$ cat src/rtl/rect_plotter.sv
// Rectangle rasteriser: latches one rectangle request and streams it to the VGA
// adapter as one pixel per clock, clipping pixels outside the 160x120 frame.
module rect_plotter #(
    parameter int unsigned X_W      = 8,
    parameter int unsigned Y_W      = 7,
    parameter int unsigned SZ_W     = 4,
    parameter int unsigned COL_W    = 3,
    parameter int unsigned SCREEN_W = 160,
    parameter int unsigned SCREEN_H = 120
) (
    input  logic             clk,
    input  logic             resetn,
    input  logic             start,
    input  logic [X_W-1:0]   x0,
    input  logic [Y_W-1:0]   y0,
    input  logic [SZ_W-1:0]  w,
    input  logic [SZ_W-1:0]  h,
    input  logic [COL_W-1:0] colour_in,
    output logic [X_W-1:0]   x,
    output logic [Y_W-1:0]   y,
    output logic [COL_W-1:0] colour,
    output logic             plot,
    output logic             busy,
    output logic             done
);

    // Sums carry one extra bit so off-screen coordinates clip instead of wrapping.
    localparam int unsigned XS_W = X_W + 1;
    localparam int unsigned YS_W = Y_W + 1;

    typedef enum logic [1:0] {
        IDLE = 2'd0,
        DRAW = 2'd1,
        DONE = 2'd2
    } state_t;

    state_t             state;
    logic [X_W-1:0]     x0_q;
    logic [Y_W-1:0]     y0_q;
    logic [SZ_W-1:0]    w_q;
    logic [SZ_W-1:0]    h_q;
    logic [COL_W-1:0]   col_q;
    logic [SZ_W-1:0]    cx;
    logic [SZ_W-1:0]    cy;

    logic               col_end;
    logic               row_end;
    logic [SZ_W-1:0]    nxt_cx;
    logic [SZ_W-1:0]    nxt_cy;
    logic [XS_W-1:0]    draw_x;
    logic [YS_W-1:0]    draw_y;
    logic [XS_W-1:0]    first_x;
    logic [YS_W-1:0]    first_y;
    logic               size_zero;

    // Next scan position and the pixel it maps to, so outputs can be registered.
    always_comb begin
        col_end   = (cx == w_q - SZ_W'(1));
        row_end   = (cy == h_q - SZ_W'(1));
        nxt_cx    = col_end ? '0 : cx + SZ_W'(1);
        nxt_cy    = col_end ? cy + SZ_W'(1) : cy;
        draw_x    = XS_W'(x0_q) + XS_W'(nxt_cx);
        draw_y    = YS_W'(y0_q) + YS_W'(nxt_cy);
        first_x   = XS_W'(x0);
        first_y   = YS_W'(y0);
        size_zero = (w == '0) || (h == '0);
    end

    always_ff @(posedge clk or negedge resetn) begin
        if (!resetn) begin
            state  <= IDLE;
            x0_q   <= '0;
            y0_q   <= '0;
            w_q    <= '0;
            h_q    <= '0;
            col_q  <= '0;
            cx     <= '0;
            cy     <= '0;
            x      <= '0;
            y      <= '0;
            colour <= '0;
            plot   <= 1'b0;
            busy   <= 1'b0;
            done   <= 1'b0;
        end else begin
            case (state)
                IDLE: begin
                    plot <= 1'b0;
                    done <= 1'b0;
                    busy <= 1'b0;
                    if (start) begin
                        x0_q   <= x0;
                        y0_q   <= y0;
                        w_q    <= w;
                        h_q    <= h;
                        col_q  <= colour_in;
                        colour <= colour_in;
                        cx     <= '0;
                        cy     <= '0;
                        busy   <= 1'b1;
                        if (size_zero) begin
                            state <= DONE;
                            done  <= 1'b1;
                        end else begin
                            // First pixel is presented in the cycle right after the request.
                            state <= DRAW;
                            x     <= x0;
                            y     <= y0;
                            plot  <= (first_x < XS_W'(SCREEN_W)) &&
                                     (first_y < YS_W'(SCREEN_H));
                        end
                    end
                end
                DRAW: begin
                    busy   <= 1'b1;
                    colour <= col_q;
                    if (col_end && row_end) begin
                        state <= DONE;
                        plot  <= 1'b0;
                        done  <= 1'b1;
                    end else begin
                        cx   <= nxt_cx;
                        cy   <= nxt_cy;
                        x    <= draw_x[X_W-1:0];
                        y    <= draw_y[Y_W-1:0];
                        plot <= (draw_x < XS_W'(SCREEN_W)) &&
                                (draw_y < YS_W'(SCREEN_H));
                        done <= 1'b0;
                    end
                end
                DONE: begin
                    state <= IDLE;
                    plot  <= 1'b0;
                    done  <= 1'b0;
                    busy  <= 1'b0;
                end
                default: begin
                    state <= IDLE;
                    plot  <= 1'b0;
                    done  <= 1'b0;
                    busy  <= 1'b0;
                end
            endcase
        end
    end

endmodule
$ cat config.mk
export PLATFORM = sky130hd
export DESIGN_NAME = rect_plotter
export DESIGN_NICKNAME = d
export VERILOG_FILES = /design/src/rtl/rect_plotter.sv
export SDC_FILE = /design/constraint.sdc
export NUM_CORES = 1
export LEC_CHECK = 0
export BUFFER_PORTS_ARGS = -buffer_cell sky130_fd_sc_hd__buf_2
export CORE_MARGIN = 5
export CORE_UTILIZATION = 50
export CTS_CLUSTER_DIAMETER = 60
export DETAILED_ROUTE_END_ITERATION = 10
export GPL_TIMING_DRIVEN = 0
export MAX_ROUTING_LAYER = met4
export PLACE_DENSITY = 0.75
export SLEW_MARGIN = 20
export SYNTH_ARGS = -nofsm -noshare
export SYNTH_HDL_FRONTEND = slang
export SYNTH_SLANG_ARGS = --single-unit
$ cat constraint.sdc
create_clock -name clk -period 3.9 [get_ports clk]
set_input_delay 0.585 -clock clk [delete_from_list [all_inputs] [get_ports clk]]
set_output_delay 0.585 -clock clk [all_outputs]
set_load 0.01 [all_outputs]
== After elaboration in Yosys (flattened, before gate mapping) ==
Cells that the tools add are included.

* Order comparisons: 4
* Shifts and indexed selects: 0
* Bitwise operators: 0
* Reductions and logical operators: 13
* Eq/ne operators: 7
* Divide/modulo/power cells: 0
* $mul: 0
* Muxes and demuxes: 31
* Add/sub/neg operators: 6

{| class="wikitable"
|+ Operators with widths
! operator !! count
|-
| 2-to-1 mux 8 bit || 3
|-
| 2-to-1 mux 7 bit || 3
|-
| 2-to-1 mux 4 bit || 5
|-
| case mux 4 bit (2 select lines) || 2
|-
| case mux 8 bit (2 select lines) || 1
|-
| case mux 7 bit (2 select lines) || 1
|-
| adder 8 x 4 -> 9 bit || 1
|-
| less-than comparator 9 x 8 -> 1 bit, second input constant || 1
|-
| adder 4 x 1 -> 4 bit, second input constant || 2
|-
| adder 7 x 4 -> 8 bit || 1
|-
| equality test 4 bit || 2
|-
| logical NOT 4 bit || 2
|-
| less-than comparator 8 x 7 -> 1 bit, second input constant || 1
|-
| less-than comparator 8 bit, second input constant || 1
|-
| inequality test 2 bit, second input constant || 4
|-
| subtractor 4 x 1 -> 4 bit, second input constant || 2
|-
| less-than comparator 7 bit, second input constant || 1
|-
| 2-to-1 mux 1 bit || 7
|-
| 2-to-1 mux 2 bit || 3
|-
| case mux 1 bit (2 select lines) || 3
|-
| case mux 3 bit (2 select lines) || 1
|-
| AND reduction 2 bit || 3
|-
| case mux 2 bit (2 select lines) || 1
|-
| AND reduction 4 bit || 1
|-
| 7 further kinds || 9
|}

* Bits in latches: 0
* Output and inout bits: 21
* ROM bits: 0
* Word-level logic and storage cells: 75
* Bits in registers: 57
* RAM bits: 0
* Memories kept: 0

== Longest topological paths before layout ==
* Word-level depth: 8
* Gate-level depth with buffers: 15

== Worst setup path before layout ==
Ideal clock, no wire load.

* Path kind: flip-flop to flip-flop
* Start point: reg w_q[0]
* End point: reg plot
* Stages on the path, launching flop included: 14
* Setup slack: 0.796 ns
* Arrival: 2.994 ns
* Clock period less this slack: 3.104 ns
* Path through: dfrtp_1 > inv_1 > ha_1 > xnor2_1 > nor3_4 > and2_2 > clkbuf_1 > nor2_1 > ha_1 > and3_1 > a221o_1 > o21ai_0 > a31oi_1 > o41ai_1

* Word-level cells in the longest chain between the ends: 8
* Elaborated cells on any way between the ends: 12

{| class="wikitable"
|+ Ends and longest elaborated chain
! what !! line !! text
|-
| start: declaration || 40 || <nowiki>logic [SZ_W-1:0] w_q;</nowiki>
|-
| start signal: assignment || 94 || <nowiki>w_q <= w;</nowiki>
|-
| subtractor 4 x 1 -> 4 bit * || 58 || <nowiki>col_end = (cx == w_q - SZ_W'(1));</nowiki>
|-
| equality test 4 bit * || 58 ||
|-
| 2-to-1 mux 4 bit, on equally long branches || 60, 61 ||
|-
| adder 8 x 4 -> 9 bit / adder 7 x 4 -> 8 bit (equally long branches) || 62, 63 ||
|-
| less-than comparator 9 x 8 -> 1 bit / less-than comparator 8 x 7 -> 1 bit (equally long branches) || 126, 127 ||
|-
| logical AND 1 bit || 126 || <nowiki>plot <= (draw_x < XS_W'(SCREEN_W)) &&</nowiki>
|-
| 2-to-1 mux 1 bit * || 117 || <nowiki>if (col_end && row_end) begin</nowiki>
|-
| case mux 1 bit (2 select lines) * || 86 || <nowiki>case (state)</nowiki>
|-
| end signal: assignment || 109 || <nowiki>plot <= (first_x < XS_W'(SCREEN_W)) &&</nowiki>
|-
| end signal: assignment || 126 ||
|-
| end: declaration || 22 || <nowiki>output logic plot,</nowiki>
|}

Mark *: on every way between the ends. The rest lies on a longest branch, timed or not.
A chain may end at the register's enable or synchronous reset.

== Final worst setup path ==
Same ends and word-level chain as after synthesis.

==> summary.txt <==
DRC: 0
Post-Syn Nets: 384
CP Capture Type: register
kind of critical path: register to register
worst-path fanout max: 7
TritonCTS Buffers: 9
most frequent cells in the layout: nand2_1, dfrtp_1, buf_2
Hold Vio Cnt, Final: 0
Synth Instances: 341
Die ar.: 8210 µm²
clk sinks: 57
Syn-to-layout area delta: 17.0%
WL/cell: 15.7 µm
Final HPWL DP: 5.50 mm
sequential power share: 29.8%
routability cong.: 0.915
Initial DRT Pass Iterations: 4
count of cell types in the netlist: 52
Total GRT Usage: 20.4%
Final Setup Violations: 0
Final Util: 59.8%
Via density: 5.41
peak supply drop: 0.478 mV
Final Cycle Share: 89.4%
Min Hold Slack: 281 ps
Routed WL: 7.58 mm
CP Data Arrival Time: 3720 ps
Final Net Count: 444
cts hold-fix bufs: 0
Mapped Avg Cell Area: 9.53 µm²
vias: 2,612
Synth warnings: 0
die height: 90.6 µm
unrepaired setup endpoints after global routing: false
largest net degree at the start of global routing: 58
Resized Gates After CTS: 0
Sw Pwr: 1.50 mW
Gate power share: 54.3%
Cell Int Power: 2.14 mW
Area after DPL: 3590 µm²
Synth top area share: 43.9%
Synth async-reset ratio: 100%
Critical Path RT: 4130 ps
clock power share: 15.9%
Yosys top cell by area: dfrtp_1
CTS tree: done
Cell Pwr Density: 958 nW/µm²
startpoint types: register
number of synthesized register bits: 57
FP Rows: 29
# IOs: 50
H-tree lvl count: 3
outcome: finished, final reports clean
mapped cell area: 3250 µm²
antenna diode count: 0
root buf cell: clkbuf_8
number of synthesized flops with an enable pin: 0
clk_skew: 12.8 ps
post-route cell area: 3800 µm²
met2 Use GR: 30.8%
# Max-Cap Violations: 0
Slew Limit Fails: 0
antenna violations before repair: 0
post-route ant nets: 0
Worst Hold Class: input port to asynchronous set/reset pin
die span in x: 90.6 µm
DRT iter0 DRCs: 143
Leakage: 1.84 nW
number of global-route vias before repair: 2,667
setup_tns: 0 ps
Clock Latency Late Sink: 340 ps
GR peak layer: met2
Initial Util: 51.2%
Tightest Pin Transition: 720 ps
Clk pin slew, worst setup/hold paths: 70 ps
Max Clk Rate: 287 MHz
final critical-path required period: 3490 ps
Global Route met1 Usage: 26.6%
Top FF cell, synth: dfrtp_1
most common cell after layout, fill and taps aside: nand2_1
synth top area cells: dfrtp_1, nand2_1, ha_1, xnor2_1, o21ai_0
Core ar.: 6350 µm²
sequential-to-total area share from yosys stat: 43.9%
first-pass GRT wire length: 12.9 mm
# Post-CTS Setup Buffers: 0
final global-route overflow total: 0
Clock Path Buffers: 2
Slew HR: 52.0%
worst reg2reg path depth: 13
proportion of layout cells with a drive suffix above 1: 20.9%
switching share of power: 41.1%
IO buf count: 49
GR Util met3: 4.17%
==> routing by layer <==
| metal | up-vias | wire length [µm] | share of wire (%) |
|---|---|---|---|
| li1 | 1282 | - | - |
| met1 | 1246 | 3510 | 46 |
| met2 | 77 | 3480 | 46 |
| met3 | 7 | 503 | 6.6 |
| met4 | 0 | 82 | 1.1 |
| met5 | - | 0 | 0 |
==> flip-flops by register name, summed over array words and instances, names as in the netlist <==
| name | cells |
|---|---|
| plot | 1 |
| x0_q | 8 |
| cx | 4 |
| cy | 4 |
| colour | 3 |
| busy | 1 |
| x | 8 |
| y0_q | 7 |
| col_q | 3 |
| h_q | 4 |
| w_q | 4 |
| done | 1 |
| y | 7 |
| state | 2 |
==> worst max-delay path, stage by stage (launching register included) <==
cell and delay [ps]:
dfrtp_1 380, inv_1 80, ha_1 310, xnor2_1 160, nor3_4 320, and2_2 200, clkbuf_1 270, nor2_1 120
ha_1 350, and3_1 200, a221o_1 390, o21ai_0 170, a31oi_1 70, o41ai_1 360
==> synth_stat cells, drive strengths merged, types with 2 or more instances <==
cell / n
ha: 12
nor2b: 5
a21o: 2
a211oi: 2
a22oi: 3
xor3: 2
o21a: 2
xnor2: 15
dfrtp: 57
mux2: 12
clkbuf: 13
a21oi: 10
fa: 2
o22ai: 2
nand2: 92
inv: 14
nor3: 5
nor2: 15
nor4: 2
xor2: 7
nand3: 7
o21ai: 20
and2: 3
mux2i: 7
nand2b: 4
a22o: 4
o32ai: 3
and3: 3
==> metrics by stage <==
| stage | cells | power (mW) | worst slack (ps) |
|---|---|---|---|
| finish | 483 | 3.64 | 414 |
| global route | 483 | 3.96 | 129 |
| CTS | 483 | 3.67 | 397 |
| detailed placement | 467 | 3.07 | 415 |
| global placement | 467 | 2.99 | 514 |
| floorplan | 341 | 2.58 | 796 |
==> area by class of cell <==
type / count / area (µm²)
Fill cell: 558 / 2550
Multi-Input combinational cell: 256 / 1700
Sequential cell: 57 / 1430
Timing Repair Buffer: 49 / 248
Clock buffer: 14 / 173
Tap cell: 77 / 96.3
Buffer: 14 / 68.8
Inverter: 14 / 52.6
Clock inverter: 2 / 35.0
==> cell families (layout without fill, tap and decap cells) <==
group	Yosys count	in the layout	share of synthesized area [%]
multiplexers	19	19	6.90
adder cells (fa/ha/maj)	14	14	5.86
XOR/XNOR	24	24	7.43
buffers and inverters	28	93	3.74
AND/OR/NAND/NOR	142	142	20.1
AO/OA/AOI/OAI	57	57	12.1
flip-flops	57	57	43.9
==> path summary, 6_finish.rpt <==
kind                       endpoint  slack (ps)  startpoint
min in group clk            x0_q[4]         450       x0[4]
max reg2reg                    plot         410      w_q[0]
min reg2reg                col_q[1]         490    col_q[1]
max in group asynchronous      x[3]        3110      resetn
max                            plot         410      w_q[0]
min                            x[7]         280      resetn
==> power groups by stage <==
| stage | clock, mW | combinational [mW] | sequential, mW |
|---|---|---|---|
| final | 0.580 | 1.98 | 1.08 |
| after global routing | 0.620 | 2.22 | 1.12 |
| after CTS | 0.593 | 1.99 | 1.08 |
| after detailed placement | 0 | 1.98 | 1.09 |
| after global placement | 0 | 1.92 | 1.07 |
| after floorplan | 0 | 1.48 | 1.09 |
No activity file was read; power rests on OpenSTA's default activity.
